===== src/rtl/csr_file.sv =====
// Machine-mode CSR file with trap entry / MRET sequencing for a single-hart pipeline.
// Decode reads combinationally; writeback writes, traps and returns are taken on the clock edge.
module csr_file (
    input  logic        CLK,
    input  logic        RESET,
    input  logic        WB_V,
    input  logic        WB_ST_CSR,
    input  logic [63:0] WB_CSR_DATA,
    input  logic [31:0] WB_IR,
    input  logic        WB_CS,
    input  logic [63:0] WB_CAUSE,
    input  logic [63:0] WB_EPC,
    input  logic        WB_MRET,
    input  logic        TIMER,
    input  logic        EXTERNAL,
    input  logic [11:0] DE_CSR_ADDR,
    output logic [63:0] CSR_RDATA,
    output logic        CSR_PC_MUX,
    output logic [63:0] CSR_TRAP_PC,
    output logic        CSR_STALL,
    output logic        CSR_INT_PENDING,
    output logic [1:0]  dbg_state
);

    localparam logic [1:0] ST_IDLE     = 2'd0;
    localparam logic [1:0] ST_SAVE     = 2'd1;
    localparam logic [1:0] ST_REDIRECT = 2'd2;

    localparam logic [11:0] A_MSTATUS  = 12'h300;
    localparam logic [11:0] A_MIE      = 12'h304;
    localparam logic [11:0] A_MTVEC    = 12'h305;
    localparam logic [11:0] A_MSCRATCH = 12'h340;
    localparam logic [11:0] A_MEPC     = 12'h341;
    localparam logic [11:0] A_MCAUSE   = 12'h342;
    localparam logic [11:0] A_MIP      = 12'h344;
    localparam logic [11:0] A_MCYCLE   = 12'hB00;
    localparam logic [11:0] A_MINSTRET = 12'hB02;

    logic [1:0]  state_q, state_d;
    logic        mstatus_mie_q, mstatus_mie_d;
    logic        mstatus_mpie_q, mstatus_mpie_d;
    logic        mie_mtie_q, mie_mtie_d;
    logic        mie_meie_q, mie_meie_d;
    logic [63:0] mtvec_q, mtvec_d;
    logic [63:0] mscratch_q, mscratch_d;
    logic [63:0] mepc_q, mepc_d;
    logic [63:0] mcause_q, mcause_d;
    logic [63:0] mcycle_q, mcycle_d;
    logic [63:0] minstret_q, minstret_d;
    logic [63:0] target_q, target_d;

    logic [11:0] wb_addr;
    logic        csr_we;
    logic [63:0] trap_base;
    logic [63:0] trap_vector;
    logic [63:0] mstatus_rd;
    logic [63:0] mie_rd;
    logic [63:0] mip_rd;
    logic        unused_ir_low;

    assign wb_addr       = WB_IR[31:20];
    assign unused_ir_low = ^WB_IR[19:0];

    // Only a write in IDLE with no concurrent trap or return is committed.
    assign csr_we = WB_V & WB_ST_CSR & (state_q == ST_IDLE) & ~WB_CS & ~WB_MRET;

    assign trap_base   = {mtvec_q[63:2], 2'b00};
    assign trap_vector = (mtvec_q[0] & WB_CAUSE[63])
                       ? trap_base + {56'd0, WB_CAUSE[5:0], 2'b00}
                       : trap_base;

    always_comb begin
        mstatus_rd     = '0;
        mstatus_rd[12:11] = 2'b11;
        mstatus_rd[7]  = mstatus_mpie_q;
        mstatus_rd[3]  = mstatus_mie_q;
        mie_rd         = '0;
        mie_rd[7]      = mie_mtie_q;
        mie_rd[11]     = mie_meie_q;
        mip_rd         = '0;
        mip_rd[7]      = TIMER;
        mip_rd[11]     = EXTERNAL;
    end

    always_comb begin
        CSR_RDATA = '0;
        case (DE_CSR_ADDR)
            A_MSTATUS:  CSR_RDATA = mstatus_rd;
            A_MIE:      CSR_RDATA = mie_rd;
            A_MTVEC:    CSR_RDATA = mtvec_q;
            A_MSCRATCH: CSR_RDATA = mscratch_q;
            A_MEPC:     CSR_RDATA = mepc_q;
            A_MCAUSE:   CSR_RDATA = mcause_q;
            A_MIP:      CSR_RDATA = mip_rd;
            A_MCYCLE:   CSR_RDATA = mcycle_q;
            A_MINSTRET: CSR_RDATA = minstret_q;
            default:    CSR_RDATA = '0;
        endcase
    end

    always_comb begin
        state_d        = state_q;
        mstatus_mie_d  = mstatus_mie_q;
        mstatus_mpie_d = mstatus_mpie_q;
        mie_mtie_d     = mie_mtie_q;
        mie_meie_d     = mie_meie_q;
        mtvec_d        = mtvec_q;
        mscratch_d     = mscratch_q;
        mepc_d         = mepc_q;
        mcause_d       = mcause_q;
        target_d       = target_q;
        mcycle_d       = mcycle_q + 64'd1;
        minstret_d     = (WB_V & ~WB_CS) ? minstret_q + 64'd1 : minstret_q;

        case (state_q)
            ST_IDLE: begin
                if (WB_CS) begin
                    mepc_d         = {WB_EPC[63:2], 2'b00};
                    mcause_d       = WB_CAUSE;
                    mstatus_mpie_d = mstatus_mie_q;
                    mstatus_mie_d  = 1'b0;
                    target_d       = trap_vector;
                    state_d        = ST_SAVE;
                end else if (WB_MRET) begin
                    mstatus_mie_d  = mstatus_mpie_q;
                    mstatus_mpie_d = 1'b1;
                    target_d       = mepc_q;
                    state_d        = ST_REDIRECT;
                end else if (csr_we) begin
                    // Counter writes override the increment computed above.
                    case (wb_addr)
                        A_MSTATUS: begin
                            mstatus_mie_d  = WB_CSR_DATA[3];
                            mstatus_mpie_d = WB_CSR_DATA[7];
                        end
                        A_MIE: begin
                            mie_mtie_d = WB_CSR_DATA[7];
                            mie_meie_d = WB_CSR_DATA[11];
                        end
                        A_MTVEC:    mtvec_d    = {WB_CSR_DATA[63:2], 1'b0, WB_CSR_DATA[0]};
                        A_MSCRATCH: mscratch_d = WB_CSR_DATA;
                        A_MEPC:     mepc_d     = {WB_CSR_DATA[63:2], 2'b00};
                        A_MCAUSE:   mcause_d   = WB_CSR_DATA;
                        A_MCYCLE:   mcycle_d   = WB_CSR_DATA;
                        A_MINSTRET: minstret_d = WB_CSR_DATA;
                        default: ;
                    endcase
                end
            end
            ST_SAVE:     state_d = ST_REDIRECT;
            ST_REDIRECT: state_d = ST_IDLE;
            default:     state_d = ST_IDLE;
        endcase
    end

    always_ff @(posedge CLK or negedge RESET) begin
        if (!RESET) begin
            state_q        <= ST_IDLE;
            mstatus_mie_q  <= 1'b0;
            mstatus_mpie_q <= 1'b0;
            mie_mtie_q     <= 1'b0;
            mie_meie_q     <= 1'b0;
            mtvec_q        <= '0;
            mscratch_q     <= '0;
            mepc_q         <= '0;
            mcause_q       <= '0;
            mcycle_q       <= '0;
            minstret_q     <= '0;
            target_q       <= '0;
        end else begin
            state_q        <= state_d;
            mstatus_mie_q  <= mstatus_mie_d;
            mstatus_mpie_q <= mstatus_mpie_d;
            mie_mtie_q     <= mie_mtie_d;
            mie_meie_q     <= mie_meie_d;
            mtvec_q        <= mtvec_d;
            mscratch_q     <= mscratch_d;
            mepc_q         <= mepc_d;
            mcause_q       <= mcause_d;
            mcycle_q       <= mcycle_d;
            minstret_q     <= minstret_d;
            target_q       <= target_d;
        end
    end

    assign CSR_STALL       = (state_q != ST_IDLE);
    assign CSR_PC_MUX      = (state_q == ST_REDIRECT);
    assign CSR_TRAP_PC     = target_q;
    assign CSR_INT_PENDING = mstatus_mie_q & |(mie_rd & mip_rd);
    assign dbg_state       = state_q;

endmodule


===== config.mk =====
export PLATFORM = sky130hd
export DESIGN_NAME = csr_file
export DESIGN_NICKNAME = d
export VERILOG_FILES = /design/src/rtl/csr_file.sv
export SDC_FILE = /design/constraint.sdc
export NUM_CORES = 1
export LEC_CHECK = 0
export CORE_ASPECT_RATIO = 1.75
export CORE_UTILIZATION = 55
export DETAILED_ROUTE_END_ITERATION = 10
export GPL_TIMING_DRIVEN = 0
export PLACE_DENSITY_LB_ADDON = 0.12
export SKIP_CTS_REPAIR_TIMING = 1
export SYNTH_ARGS = -nofsm -noshare
export SYNTH_HDL_FRONTEND = slang
export SYNTH_SLANG_ARGS = --single-unit

===== constraint.sdc =====
create_clock -name CLK -period 3.13 [get_ports CLK]
set_clock_uncertainty 0.15 [all_clocks]
set_input_delay 0.313 -clock CLK [delete_from_list [all_inputs] [get_ports CLK]]
set_output_delay 0.313 -clock CLK [all_outputs]
set_load 0.01 [all_outputs]

After elaboration in Yosys (flattened, before gate mapping)
Index checks and enable logic that the tools add are counted.

$add $sub $neg: 3. Equal/unequal tests: 21. Multiplexer cells: 34. Bitwise gates (word level): 10. Reductions and logical operators: 16.

Operator list (count): $mux W64 (22); $pmux W64 S9 (1); $eq A12 B10 Y1 const B (13); $add A64 B1 Y64 const B (2); $add A64 B8 Y64 (1); $reduce_or A64 Y1 (1); $eq A12 B12 Y1 const B (4); $reduce_and A5 Y1 (3); $and A12 B12 Y12 (1); $reduce_bool A2 Y1 (5); $mux W1 (8); $reduce_and A4 Y1 (2); $and A1 B1 Y1 (7); $reduce_bool A3 Y1 (2); $mux W2 (2); $pmux W2 S2 (1); $ne A3 B3 Y1 const B (1); $reduce_and A3 Y1 (1); $eq A2 B1 Y1 const B (1); $eq A2 B2 Y1 const B (1); $logic_not A2 Y1 (1); $ne A2 B2 Y1 const B (1); $not A1 Y1 (2); $reduce_and A2 Y1 (1).

Register bits after elaboration: 453.

Logic depth before layout (Yosys ltp)
Gate-level depths: netlist of the first run.

Depth in word-level cells: 8. Mapped depth: 10. Gate-level depth less buffers: 8.

Least setup slack after synthesis of the first run
Ideal clock, no wire load.

Path kind: reg2reg. Start point: register mtvec_q[2]. End point: register target_q[26] (netlist: CSR_TRAP_PC[26]). Setup time: 0.135 ns. Data arrival time: 2.253 ns. Setup slack: 0.593 ns. Stages on the path, launching flop included: 10. Period minus slack after synthesis: 2.537 ns. Path through: dfrtp_1 ha_1 fa_1 a21o_1 a221oi_2 nor3_1 clkbuf_1 and3_1 xnor2_1 o22ai_1.

Cells in the longest elaborated chain, start to end: 3.

Ends and longest elaborated chain: from (decl) (RTL line 44) `logic [63:0] mtvec_q, mtvec_d;`; from (signal assigned) (RTL line 176) `mtvec_q <= mtvec_d;`; $add A64 B8 Y64 (RTL line 69) `? trap_base + {56'd0, WB_CAUSE[5:0], 2'b00}`; $mux W64 (RTL line 69); $mux W64 (RTL line 117) `if (WB_CS) begin`; to (signal assigned) (RTL line 182) `target_q <= target_d;`; to (decl) (RTL line 50) `logic [63:0] target_q, target_d;`.

No other way between the ends. A chain may end at the register's enable or synchronous reset.

Worst setup path in the final report of the first run
Start point: input DE_CSR_ADDR[10]. End point: output CSR_RDATA[4].

Cells in the longest elaborated chain, start to end: 2. Elaborated cells between the ends (all ways): 10.

Ends and longest elaborated chain: from (decl) (RTL line 16) `input logic [11:0] DE_CSR_ADDR,`; $eq A12 B12 Y1 or $eq A12 B10 Y1 (tied branches) (RTL line 87) `case (DE_CSR_ADDR)`; $pmux W64 S9 * (RTL line 87); to (decl) (RTL line 17) `output logic [63:0] CSR_RDATA,`.

Mark *: on every way between the ends. The rest lies on a longest branch, timed or not.

==> results by group, run 1 <==
Route
  • Drt pass-1 iters: 6
  • Drt drc: 0
  • Post-DRT Antenna Nets: 0
  • Drt total wl: 111200 µm
  • Via-per-instance ratio: 6.838
  • Routed vias: 24.93k
  • Number of DRC markers in iteration 0: roughly 3.1k
  • Avg WL per Cell: 30.50 µm

Synthesis
  • Yosys cell types: 75
  • YS warnings: 0
  • Post-Synthesis Cell Area: 24260 µm²
  • Most used DFF post-synth: dfrtp_1
  • Biggest area consumer among synthesized cells: dfrtp_1
  • Yosys reg bits: 449
  • Register area share after synthesis: 0.4631
  • Synth top area cells: dfrtp_1 46%, a21oi_1 7.3%, mux2_2 6.1%, a22oi_1 5.7%, xnor2_1 4.3%
  • Async set-reset flop share out of synthesis: 1.000
  • Post-synth EDFFs: 0
  • Synth Area per Inst: 9.251 µm²
  • Area share of the leading cell type in the synthesized netlist: 0.4631
  • Cells after Synth: 2623

Run status
  • Status: complete, but fails checks
  • Violated checks: setup timing

GRT
  • Initial antenna violation count: 6
  • Vias in the first global route: 24.81k
  • GRT Overall Usage: 0.4907
  • Largest net degree at the start of global routing: 125
  • Gr ovfl total: 0
  • First-pass GRT wire length: 159100 µm

Layout
  • Nets: 3299
  • Layout cells sized above 1: 0.1245
  • Layout fillers: 3516
  • Syn-to-layout area delta: 27.54%

Place
  • Routability cong.: a little over 1
  • HPWL after DPL: between 80000 and 90000 µm
  • Dpl ws: -1.779 ns
  • IO Port Bufs: 348

Floorplan
  • Num rows: 101
  • I/O pin cnt: 377
  • Die Wd: about 160 µm
  • Die Area: 44990 µm²
  • Core Box Area: 43470 µm²
  • Initial Utilization: 0.5582
  • Die Y: roughly 280 µm

Setup path
  • Max FO, Critical Path: 10
  • CP endpoint kind: primary output
  • Critical path data required time: between 2 and 3 ns
  • Critical path class: in2out
  • CP Launch Type: primary input
  • CP Data Arrival Time: 3.06 ns

Pwr
  • Max VDD drop: 0.4959 mV
  • Pwr Density: about 530 nW/µm²
  • Power Total: 16.39 mW
  • Leak Pwr: 12.98 nW

STA
  • RSZ-0062 raised after global routing: yes
  • Fin. Hold Viols: 0
  • Final worst slack: -0.3894 ns
  • Tmin final: 3.519 ns
  • Setup violations, final: 37
  • Fmax: 284.1 MHz
  • Max-slew headroom: 0.2807
  • Tcrit/Tclk final: 1.124
  • Pins over their slew limit: 0
  • Worst Tran Pin Value: 1.070 ns

CTS
  • Root buffer cell: clkbuf_16
  • Num Clock Sinks: 449
  • CTS tree: built
  • Clock latency on the worst-skew pair: 0.59 ns
  • CTS Buf Count: 44
  • H-tree levels: 2
  • Max Root-Sink Buffers: 3
  • CTS clock-pin slew for the worst setup and hold paths: roughly 0.070 ns

Min path
  • Hold WC Path Type: in2async

Flow run
  • Max-cap violations: 0
-- layout by cell type, fill, tap and decap left out, types with 11 or more instances in the layout --
| cell | netlist | final |
|---|---|---|
| dlymetal6s2s_1 | 0 | 27 |
| nor4_1 | 27 | 25 |
| clkdlybuf4s50_1 | 0 | 319 |
| dfrtp_1 | 449 | 448 |
| a21oi_1 | 354 | 353 |
| mux2_2 | 132 | 132 |
| o21ai_1 | 13 | 13 |
| or3_1 | 11 | 11 |
| xnor2_1 | 120 | 120 |
| nor3_1 | 62 | 59 |
| nand2_1 | 176 | 175 |
| inv_1 | 33 | 33 |
| clkbuf_16 | 0 | 46 |
| a22oi_1 | 183 | 182 |
| nor2b_1 | 66 | 66 |
| buf_6 | 1 | 11 |
| nand4_1 | 45 | 45 |
| buf_2 | 54 | 48 |
| o22ai_1 | 42 | 42 |
| a21o_1 | 11 | 11 |
| nand3_1 | 129 | 128 |
| buf_8 | 0 | 13 |
| nor2_1 | 259 | 258 |
| and3_1 | 33 | 33 |
| clkbuf_1 | 114 | 81 |
| xor2_1 | 58 | 57 |
| buf_4 | 4 | 30 |
| o21ai_0 | 110 | 110 |
-- flip-flops by register name, indices dropped and copies added (netlist names), 2 cells and up --
register     count
CSR_TRAP_PC     62
dbg_state        2
mcause_q        64
mcycle_q        64
mepc_q          62
minstret_q      64
mscratch_q      64
mtvec_q         63
-- per-layer routing --
metal	vias to the layer above	GRT usage	share of wire
met4	2	0.4702	0.12
li1	10300	-	-
met3	637	0.1229	0.10
met2	1871	0.7831	0.46
met5	-	0	0.00011
met1	12120	0.5278	0.32
-- stage by stage --
stage               std cells  utilization  cell area (µm²)  setup TNS, ns  hold slack (ns)
detailed placement       3543       0.6577            28590        -277.55           0.1481
global placement         3538       0.6547            28460       -8358.53           0.3158
floorplan                2624            -            24270              0          -0.1326
CTS                      3619       0.6918            30070        -146.69          -0.4342
global route             3643       0.7118            30940         -13.54           0.1917
finish                   3645       0.7119            30950         -12.03           0.1266
-- kinds of logic after synthesis --
kind of cell,share of synthesized area
other,0.0001545
buffers and inverters,0.03697
flip-flops,0.4631
AND/OR/NAND/NOR,0.1857
AO/OA/AOI/OAI,0.1799
multiplexers,0.06497
XOR/XNOR,0.06425
adder cells (fa/ha/maj),0.004950
-- layout make-up --
cell class / instances / area (µm²) / area share
inverter: 35 / 135.1 / 0.004366
antenna: 3 / 7.507 / 0.0002426
clock inverter: 17 / 212.7 / 0.006873
multi-input combinational: 1960 / 12290 / 0.3971
buffer: 179 / 1162 / 0.03756
tap: 566 / 708.2 / 0.02288
clock buffer: 59 / 1270 / 0.04104
sequential: 449 / 11240 / 0.3631
timing repair buffer: 377 / 3924 / 0.1268
-- cell usage after synthesis (11+ instances only) --
library cell	count
a21o_1	11
a21oi_1	354
a22oi_1	183
and3_1	33
and4_1	11
buf_2	54
clkbuf_1	114
dfrtp_1	449
inv_1	33
mux2_2	132
nand2_1	176
nand3_1	129
nand4_1	45
nor2_1	259
nor2b_1	66
nor3_1	62
nor4_1	27
o21ai_0	110
o21ai_1	13
o22ai_1	42
or3_1	11
xnor2_1	120
xor2_1	58
-- final timing paths --
check                                start        endpoint  slack (ns)  cells past startpoint
max                        DE_CSR_ADDR[10]    CSR_RDATA[4]       -0.39                     11
min                                  RESET      mepc_q[11]        0.13                      2
max reg2reg                    mcycle_q[3]    mcycle_q[53]        0.03                      7
min reg2reg                 CSR_TRAP_PC[9]  CSR_TRAP_PC[9]        0.34                      1
max in group asynchronous            RESET      mepc_q[25]        0.73                      5
min in group CLK                WB_EPC[60]      mepc_q[60]        0.23                      3
-- worst max-delay path, stage by stage --
cell and delay, ns:
clkdlybuf4s50_1 0.41, nand4bb_4 0.27, nor3_4 0.16, nand3b_1 0.10
buf_4 0.19, nor4_4 0.20, buf_12 0.18, buf_4 0.35
a22oi_1 0.15, nand3_1 0.17, clkdlybuf4s50_1 0.56
-- where the power goes --
group	internal, mW	leakage, nW	switching, mW	total, mW
registers	6.65	5.74	0.964	7.61
clock network	3.18	0.716	2.46	5.64
logic	1.44	6.52	1.71	3.14
total	11.3	13.0	5.13	16.4
Note: power is estimated with default switching activity, not from simulation.
==> inputs of run 2 (changes only) <==
CORE_UTILIZATION = 40   (was 55)
==> results by group, run 2 (same netlist as run 1, synthesis figures left out) <==
Run status
  • Status: complete, but fails checks (unchanged)
  • Violated checks: setup timing (unchanged)

STA
  • Max-slew headroom: 0.1766 (was 0.2807)
  • Fin. Hold Viols: 0 (unchanged)
  • Pins over their slew limit: 0 (unchanged)
  • Tmin final: 3.153 ns (was 3.519 ns)
  • Fmax: 317.2 MHz (was 284.1 MHz)
  • Setup violations, final: 11 (was 37)
  • Tcrit/Tclk final: 1.007 (was 1.124)
  • Setup TNS: -0.1619 ns (was -12.03 ns)
  • Worst Tran Pin Value: 1.235 ns (was 1.070 ns)
  • Final worst slack: -0.02266 ns (was -0.3894 ns)

CTS
  • Num Clock Sinks: 449 (unchanged)
  • Clock latency on the worst-skew pair: 0.60 ns (was 0.59 ns)
  • CTS Buf Count: 47 (was 44)
  • CTS clock-pin slew for the worst setup and hold paths: 0.06 ns (was 0.07 ns)
  • Max Root-Sink Buffers: 3 (unchanged)
  • CTS tree: built (unchanged)
  • H-tree levels: 2 (unchanged)
  • Root buffer cell: clkbuf_16 (unchanged)

GRT
  • Vias in the first global route: 24.00k (was 24.81k)
  • Global Route met1 Usage: 0.4347 (was 0.5278)
  • Initial antenna violation count: 3 (was 6)
  • GRT Overall Usage: 0.3788 (was 0.4907)
  • Global routing's busiest layer: met2 (unchanged)
  • GR Util met3: 0.05075 (was 0.1229)
  • First-pass GRT wire length: 167100 µm (was 159100 µm)
  • Gr ovfl total: 0 (unchanged)
  • Largest net degree at the start of global routing: 104 (was 125)
  • Met2 usage: 0.6443 (was 0.7831)

Setup path
  • Crit path to: mscratch_q[12] (was CSR_RDATA[4])
  • Critical Path Stages: 5 (was 11)
  • Crit-path slowest cell: nor4_1 (was clkdlybuf4s50_1)
  • Critical path data required time: 3.47 ns (was 2.67 ns)
  • RR Endpoint: CSR_TRAP_PC[56] (was mcycle_q[53])
  • Critical path class: in2reg (was in2out)
  • CP Launch Type: primary input (unchanged)
  • Crit. Startpoint: WB_IR[21] (was DE_CSR_ADDR[10])
  • CP peak stage delay: 0.86 ns (was 0.56 ns)
  • Worst R2R Path Depth: 9 (was 7)
  • Max FO, Critical Path: 10 (unchanged)
  • CP Data Arrival Time: 3.49 ns (was 3.06 ns)
  • CP top delay family: simple AND/OR/NAND/NOR gates (was buffers and inverters)
  • Worst path buffer plus inverter count: 2 (was 5)
  • FF-to-FF Start: mtvec_q[2] (was mcycle_q[3])
  • CP Cell Sequence: clkdlybuf4s50_1 -> nor4_1 -> nand3_2 -> clkbuf_1 -> mux2_2 (was clkdlybuf4s50_1 -> nand4bb_4 -> nor3_4 -> nand3b_1 -> buf_4 -> nor4_4 -> buf_12 -> buf_4 -> a22oi_1 -> nand3_1 -> clkdlybuf4s50_1)
  • Worst R2R Setup Slack: -0.01 ns (was 0.03 ns)
  • CP endpoint kind: flip-flop (was primary output)

Route
  • Avg WL per Cell: 30.76 µm (was 30.50 µm)
  • Drt pass-1 iters: 6 (unchanged)
  • Post-DRT Antenna Nets: 0 (unchanged)
  • Routed vias: 24.12k (was 24.93k)
  • Drt total wl: 119400 µm (was 111200 µm)
  • Drt drc: 0 (unchanged)
  • Via-per-instance ratio: 6.217 (was 6.838)
  • Number of DRC markers in iteration 0: 2395 (was 3083)

Floorplan
  • I/O pin cnt: 377 (unchanged)
  • Die Area: 61690 µm² (was 44990 µm²)
  • Die Wd: 188.2 µm (was 160.8 µm)
  • Initial Utilization: 0.4044 (was 0.5582)
  • Num rows: 119 (was 101)
  • Core Box Area: 60000 µm² (was 43470 µm²)
  • Die Y: 327.8 µm (was 279.9 µm)

Layout
  • Most frequent cells in the layout: 448 x dfrtp_1, 354 x a21oi_1, 277 x clkdlybuf4s50_1 (was 448 x dfrtp_1, 353 x a21oi_1, 319 x clkdlybuf4s50_1)
  • Layout cells sized above 1: 0.1277 (was 0.1245)
  • Most common cell after layout, fill and taps aside: dfrtp_1 (unchanged)
  • Final Instance Area: 31710 µm² (was 30950 µm²)
  • Final core occ: 0.5285 (was 0.7119)
  • Syn-to-layout area delta: 30.68% (was 27.54%)
  • Nets: 3308 (was 3299)
  • Layout fillers: 5523 (was 3516)

Pwr
  • Cell internal pwr: 11.60 mW (was 11.26 mW)
  • Clk pwr share: 0.361 (was 0.344)
  • Psw: 5.246 mW (was 5.133 mW)
  • Power share of the combinational group: 0.186 (was 0.192)
  • Leak Pwr: 13.89 nW (was 12.98 nW)
  • Max VDD drop: 0.4586 mV (was 0.4959 mV)
  • Pwr Density: 531.3 nW/µm² (was 529.8 nW/µm²)
  • Sequential Power Share: 0.453 (was 0.464)
  • Power Total: 16.85 mW (was 16.39 mW)
  • Switching Fraction: 0.3114 (was 0.3131)

Place
  • HPWL after DPL: 88000 µm (was 80500 µm)
  • IO Port Bufs: 348 (unchanged)
  • Routability cong.: 0.9506 (was 1.032)
  • Cell Area, Placed: 28860 µm² (was 28590 µm²)
  • Dpl ws: -1.927 ns (was -1.779 ns)

Flow run
  • Max-cap violations: 0 (unchanged)

Min path
  • Hold WC Path Type: in2async (unchanged)
-- run 2: per-layer routing --
layer  wire [µm]  up-vias
met4        9982        0
met3        8103      367
met2       58140     1266
met1       43130    12140
li1            -    10350
met5           0        -
-- run 2: worst min path at each step --
stage / start / endpoint / slack, ns / cells after the start
after floorplan: RESET / CSR_TRAP_PC[10] / -0.13 / 0
after global placement: CSR_TRAP_PC[9] / CSR_TRAP_PC[9] / 0.32 / 1
after detailed placement: RESET / mcause_q[55] / 0.17 / 1
after CTS: RESET / mcause_q[55] / -0.43 / 1
after global routing: RESET / mcause_q[55] / 0.20 / 2
final: RESET / mcause_q[55] / 0.13 / 2
-- run 2: worst reg2reg max path, stage by stage, from the launching register on --
cell      delay, ns
dfrtp_2        0.45
ha_1           0.24
fa_1           0.42
a21o_1         0.26
a221oi_4       0.56
nor3_4         0.13
buf_4          0.23
nand4_1        0.17
xor2_1         0.26
o22ai_1        0.12
-- run 2: layout make-up --
class                      count  area [µm²]  share of cell area
multi-input combinational   1960       12310              0.3882
sequential                   449       11240              0.3544
timing repair buffer         383        4140              0.1306
clock buffer                  68        1398             0.04408
buffer                       179        1276             0.04025
tap                          786       983.4             0.03101
clock inverter                18       225.2            0.007103
inverter                      35       135.1            0.004262
antenna                        2       5.005           0.0001578
-- run 2: power by group through the flow --
| stage | sequential, mW | combinational, mW | clock [mW] |
|---|---|---|---|
| 3_3_place_gp | 7.70 | 3.00 | 0 |
| 6_report | 7.63 | 3.14 | 6.07 |
| 4_1_cts | 7.60 | 3.09 | 6.12 |
| 5_1_grt | 7.68 | 3.38 | 6.29 |
| 3_5_place_dp | 7.69 | 3.08 | 0 |
| 2_1_floorplan | 7.34 | 1.31 | 0 |
-- run 2: per-stage QoR --
step | instances | hold slack, ns
after detailed placement | 3762 | 0.1741
after CTS | 3848 | -0.4320
after global placement | 3758 | 0.3167
after global routing | 3878 | 0.1965
final | 3880 | 0.1298
after floorplan | 2624 | -0.1326
